## config.mk

```make
export PLATFORM = sky130hd
export DESIGN_NAME = lfsr_stream
export DESIGN_NICKNAME = d
export VERILOG_FILES = /design/src/rtl/lfsr_stream.sv
export SDC_FILE = /design/constraint.sdc
export NUM_CORES = 1
export LEC_CHECK = 0
export ABC_AREA = 1
export CORE_UTILIZATION = 45
export CTS_BUF_LIST = sky130_fd_sc_hd__clkbuf_4 sky130_fd_sc_hd__clkbuf_8 sky130_fd_sc_hd__clkbuf_16
export CTS_CLUSTER_DIAMETER = 150
export CTS_CLUSTER_SIZE = 40
export DETAILED_ROUTE_END_ITERATION = 10
export PLACE_DENSITY = 0.8
export SYNTH_ARGS = -nofsm -noshare
export SYNTH_HDL_FRONTEND = slang
export SYNTH_SLANG_ARGS = --single-unit
```

## constraint.sdc

```tcl
create_clock -name clk -period 1.6 [get_ports clk]
set_input_delay 0.16 -clock clk [delete_from_list [all_inputs] [get_ports clk]]
set_output_delay 0.16 -clock clk [all_outputs]
set_load 0.01 [all_outputs]
```

## src/rtl/lfsr_stream.sv

```systemverilog
// LFSR pseudo-random generator with a valid/ready output stream, runtime taps,
// Fibonacci/Galois mode and STEPS shifts per beat. Optional LFSR_PERIOD_EN adds beat_cnt/period_hit.
module lfsr_stream #(
    parameter int NBITS = 8,
    parameter int STEPS = 1
) (
    input  logic             clk,
    input  logic             rst,
    input  logic [NBITS-1:0] seed,
    input  logic [NBITS-1:0] taps,
    input  logic             mode,
    input  logic             load,
    input  logic             start,
    input  logic             stop,
    output logic             out_val,
    input  logic             out_rdy,
    output logic [NBITS-1:0] out_data,
    output logic [STEPS-1:0] out_bits,
    output logic             lockup
`ifdef LFSR_PERIOD_EN
    ,
    output logic [NBITS-1:0] beat_cnt,
    output logic             period_hit
`endif
);

    typedef enum logic [1:0] {
        IDLE  = 2'd0,
        RUN   = 2'd1,
        FAULT = 2'd2
    } state_t;

    state_t           r_state;
    logic [NBITS-1:0] r_q;
    logic             r_out_val;
    logic             r_lockup;

    logic [NBITS-1:0] w_walk;
    logic [STEPS-1:0] w_bits;
    logic             w_accept;
    logic [NBITS-1:0] w_q_next;

    function automatic logic [NBITS-1:0] f_step(input logic [NBITS-1:0] q,
                                                input logic [NBITS-1:0] tp,
                                                input logic             md);
        if (md)
            return {1'b0, q[NBITS-1:1]} ^ (q[0] ? tp : '0);
        else
            return {^(q & tp), q[NBITS-1:1]};
    endfunction

    // Unroll STEPS single shifts; w_walk ends as the state after a full beat.
    always_comb begin
        w_walk = r_q;
        w_bits = '0;
        for (int j = 0; j < STEPS; j++) begin
            w_bits[j] = w_walk[0];
            w_walk    = f_step(w_walk, taps, mode);
        end
    end

    assign w_accept = r_out_val && out_rdy;
    assign w_q_next = w_accept ? w_walk : r_q;

    // out_val is registered as (next state is RUN) && (next q != 0).
    always_ff @(posedge clk) begin
        if (rst || load) begin
            r_q       <= seed;
            r_state   <= IDLE;
            r_out_val <= 1'b0;
            r_lockup  <= 1'b0;
        end else begin
            r_q <= w_q_next;
            case (r_state)
                IDLE: begin
                    if (start && !stop && (r_q != '0)) begin
                        r_state   <= RUN;
                        r_out_val <= 1'b1;
                    end else if (start && !stop) begin
                        r_state  <= FAULT;
                        r_lockup <= 1'b1;
                    end
                end
                RUN: begin
                    if (r_q == '0) begin
                        r_state   <= FAULT;
                        r_out_val <= 1'b0;
                        r_lockup  <= 1'b1;
                    end else if (stop) begin
                        r_state   <= IDLE;
                        r_out_val <= 1'b0;
                    end else begin
                        r_out_val <= (w_q_next != '0);
                    end
                end
                default: begin
                    r_state   <= FAULT;
                    r_out_val <= 1'b0;
                    r_lockup  <= 1'b1;
                end
            endcase
        end
    end

`ifdef LFSR_PERIOD_EN
    logic [NBITS-1:0] r_seed_cap;
    logic [NBITS-1:0] r_beat_cnt;
    logic             r_period_hit;

    always_ff @(posedge clk) begin
        if (rst || load) begin
            r_seed_cap   <= seed;
            r_beat_cnt   <= '0;
            r_period_hit <= 1'b0;
        end else begin
            r_period_hit <= w_accept && (w_walk == r_seed_cap);
            if (w_accept && (r_beat_cnt != '1))
                r_beat_cnt <= r_beat_cnt + 1'b1;
        end
    end

    assign beat_cnt   = r_beat_cnt;
    assign period_hit = r_period_hit;
`endif

    assign out_val  = r_out_val;
    assign out_data = r_q;
    assign out_bits = w_bits;
    assign lockup   = r_lockup;

endmodule

```

======== After elaboration in Yosys (flattened, before gate mapping) ========
Cells that the tools add are included.
word-level totals
  input bits .............................. 23
  output and inout bits ................... 11
  register bits after elaboration ......... 12
  word-level logic and storage cells ...... 42
cells by class
  bitwise operators ....................... 2
  multiplexer cells ....................... 17
  equal/unequal tests ..................... 7
  reduce and logical (&&, ||, !) cells .... 12
operator list
  operator                                             number
  two-way mux 8 bit                                    4
  nonzero test 8 bit                                   2
  bitwise AND 8 bit                                    1
  logical NOT 8 bit                                    1
  two-way mux 2 bit                                    4
  != test 2 bit, second input constant                 4
  parity 8 bit                                         1
  bitwise XOR 7 x 8 -> 8 bit                           1
  two-way mux 1 bit                                    6
  != test 3 bit, second input constant                 2
  one-hot mux 1 bit (2 select lines)                   2
  one-hot mux 2 bit (2 select lines)                   1
  logical AND 1 bit                                    3
  AND reduction 3 bit                                  1
  equality test 2 x 1 -> 1 bit, second input constant  1
  logical NOT 2 bit                                    1
  AND reduction 2 bit                                  1
  logical NOT 1 bit                                    1
  logical OR 1 bit                                     1

======== Longest topological paths before layout ========
  word-level depth ........................ 8
  mapped depth ............................ 14
  gate-level depth less buffers ........... 14

======== Worst setup path before layout ========
Ideal clock, no wire load.
  path type ............................... flip-flop to flip-flop
  start point ............................. reg r_q[0], in the netlist out_data[0]
  end point ............................... reg r_out_val, in the netlist out_val
  data arrival time ....................... 1.270 ns
  clock period less this slack ............ 1.401 ns
  buffers on the path ..................... 1
  setup time .............................. 0.130 ns
  setup slack ............................. 0.199 ns
  cell stages (with the launch flop) ...... 11
  path through ............................ dfxtp_1 nand2_2 inv_4 buf_12 nand3_2 a31oi_2 nand3_2 nor2_1 nand2_1 nand2_1 a21oi_2
between the ends
  longest elaborated chain between the ends .. 8
  elaborated cells between the ends (all ways) .. 14
RTL lines
  item                                                        RTL line  source
  start: declaration                                          34        logic [NBITS-1:0] r_q;
  start signal: assignment                                    73        r_q <= w_q_next;
  bitwise AND 8 bit or two-way mux 8 bit (tied branches)      49, 47
  parity 8 bit or bitwise XOR 7 x 8 -> 8 bit (tied branches)  49, 47
  two-way mux 8 bit                                           46        if (md)
  two-way mux 8 bit                                           63        assign w_q_next = w_accept ? w_walk : r_q;
  nonzero test 8 bit                                          93        r_out_val <= (w_q_next != '0);
  two-way mux 1 bit                                           89        end else if (stop) begin
  two-way mux 1 bit                                           85        if (r_q == '0) begin
  one-hot mux 1 bit (2 select lines)                          74        case (r_state)
  end signal: assignment                                      93
  end: declaration                                            35        logic r_out_val;
Several ways; a longest one is shown, not always the timed one.
A chain may end at the register's enable or synchronous reset.

======== Worst setup path in the final report ========
Same ends and word-level chain as after synthesis.

==> metrics.cfg <==
[timing]
worst_pin_slew_ns = 0.4284
fmax_mhz = 677.1
fin_crit_sh = 0.9230
min_period_ns = 1.477
relSlewSlack = 0.7133
fin_skew_ns = 0.008151
final.setup.worst_slack_ns = 0.1231
hold_violations = 0
drv_slew = 0
finalSetupViolCount = 0
fin_tns_setup_ns = 0
rsz0062_at_grt = false

[clock_network]
htreeDepth = 1
cts_tree = done
postCtsHoldBufs = 0
cts.path.max_buffers = 2
clkTransAtPathRegs_ns = 0.08
clkLatencyLatePin_ns = 0.28
cts-buffers-inserted = 3
cts.sinks = 12
cts_root_buf = clkbuf_4

[power_and_ir_drop]
p_comb_frac = 0.386
internal_power_w = 0.0006545
ir_drop_mv = 0.5892
p_per_area_nw_per_um2 = 621.2
p_sw_frac = 0.3264
p_seq_frac = 0.359
leakagePower_nw = 0.8177
finalPower_w = 0.0009716
p_sw_w = 0.0003171
clkPwrFrac = 0.255

[synth]
yosys_most_used_dff = dfxtp_1
syn_area_per_cell_sq_um = 5.688
yosysTopAreaCellShare = 0.3375
ys_ff_latch = 12
synth-edff-count = 0
netlist_area_sq_um = 989.7
synth_cells = 174
synth-async-reset-ratio = 0
syn_nets = 197
synth_top_area_cell = nand2_1
synth_warnings = 0
synth_area_leaders = nand2_1, dfxtp_1, inv_1
synth_cell_types = 24
synth_seq_area_share = 0.2427

[floorplanning]
rows = 16
initial_utilization = 0.4895
dieArea_sq_um = 2391
die_w_microns = 48.90
die_h_microns = 48.90
core_region_area_sq_um = 2022
num_io_pins = 34

[grt]
grt.overflow.total = 0
antenna_found_initial = 0
grt_pass1_wl_mm = 4.498
grt_max_degree = 16
grt_usage = 0.2341
grt_pass1_vias = 1119

[place]
placed_cell_area_sq_um = 1446
post-place-ws_ns = -0.1497
dp_hpwl_mm = 2.048
gp_congestion = 0.8505
portBuffers = 33

[detailed_routing]
dr.first_iter.drc_count = 35
drc_errors = 0
avgViaCountPerCell = 4.875
dr.pass1.iters = 4
routed_wl_mm = 2.823
routed-via-count = 1243
wl_per_cell_microns = 11.07
final_antenna_net_count = 0

[setup_path]
cp_max_fo = 6
critPathKind = reg2reg
r2r_slack_ns = 0.12
cp-end-kind = register
start_kind = register
worstPathArrival_ns = 1.64
required_ns = 1.76

[job]
cap_violations = 0

[finish]
drive_above_1_share = 0.2544
fin_nets = 252
design_area_sq_um = 1564
antenna_cells = 0
area_growth_pct = 58.03

[run_status]
status = completed

[hold_path]
holdCritPathClass = in2reg

-- per-stage QoR --
stage	instances	utilization	hold slack (ns)
3_5_place_dp	248	0.7153	0.4642
3_3_place_gp	248	0.7153	0.4471
6_report	255	0.7735	0.4110
2_1_floorplan	174	-	0.2702
5_1_grt	255	0.7735	0.4442
4_1_cts	252	0.7333	0.4301
-- registers in the layout (all words and copies together) (netlist names) --
register  flops
out_val       1
out_data      8
lockup        1
r_state       2
-- cell type report --
class	instances	area (sq um)
Tap cell	27	33.78
Timing Repair Buffer	53	495.5
Sequential cell	12	251.5
Inverter	25	101.3
Fill cell	157	457.9
Clock buffer	4	36.28
Timing Repair inverter	1	5.005
Multi-Input combinational cell	133	640.6
-- per-layer routing --
metal  GRT usage  part of all wire  wire, microns  vias to the layer above
met5           0                 0              0                        -
met4     0.08824            0.0096             27                        0
met3    0.009346             0.036            103                        6
met2      0.4606              0.53           1502                       30
met1      0.2605              0.42           1189                      566
li1            -                 -              -                      641
-- power groups by stage --
stage	registers (W)	clock network, W	logic [W]
after floorplan	0.000354	0	0.000171
after global placement	0.000350	0	0.000332
after detailed placement	0.000351	0	0.000343
after CTS	0.000344	0.000240	0.000345
after global routing	0.000351	0.000258	0.000414
final	0.000348	0.000248	0.000375
-- cell usage after synthesis (2+ instances only) --
cell	n
nand4_1	2
nand2_1	89
nor2_1	10
inv_2	3
nand3_2	6
inv_1	20
o21ai_2	2
o21ai_1	3
nand3_1	5
dfxtp_1	12
nand2_2	3
a21oi_2	2
o21ai_0	6
-- layout by cell type, fill, tap and decap left out, drive strengths merged --
master,count
clkbuf,4
nand3,11
nand2,93
buf,20
o21ai,11
nor2,10
clkdlybuf4s50,32
a21oi,3
dlymetal6s2s,1
a31oi,1
inv,23
clkinv,3
nor4,1
nand4,2
dfxtp,12
o21a,1
-- worst max-delay path: stages (launching register included) --
cell      delay, ns
dfxtp_4        0.39
nand2_4        0.06
clkinv_4       0.07
buf_12         0.10
nand3_2        0.05
nand3_1        0.08
o21ai_1        0.11
nor2_1         0.12
nand2_1        0.08
nor2_2         0.12
nand2_2        0.06
nand2_2        0.06
a21oi_2        0.05
-- final timing paths --
check	depth (start not counted)	start	to
max	12	out_data[0]$_DFF_P_	out_val$_SDFFE_PP0N_
min reg2reg	2	lockup$_SDFFE_PP0P_	lockup$_SDFFE_PP0P_
min	3	seed[2]	out_data[2]$_DFF_P_
max reg2reg	12	out_data[0]$_DFF_P_	out_val$_SDFFE_PP0N_
-- repair_timing --
item | 4_1_cts | 5_1_grt
buffers inserted | 0 | 2
endpoints found under the setup margin | 0 | 2
resized for setup | 0 | 22
-- cell families (layout without fill, tap and decap cells) --
logic type,count (synthesis),after routing,synth area share
AO/OA/AOI/OAI,16,16,0.1062
AND/OR/NAND/NOR,117,117,0.5108
buffers and inverters,29,83,0.1403
flip-flops,12,12,0.2427
(Power assumes the default switching activity.)
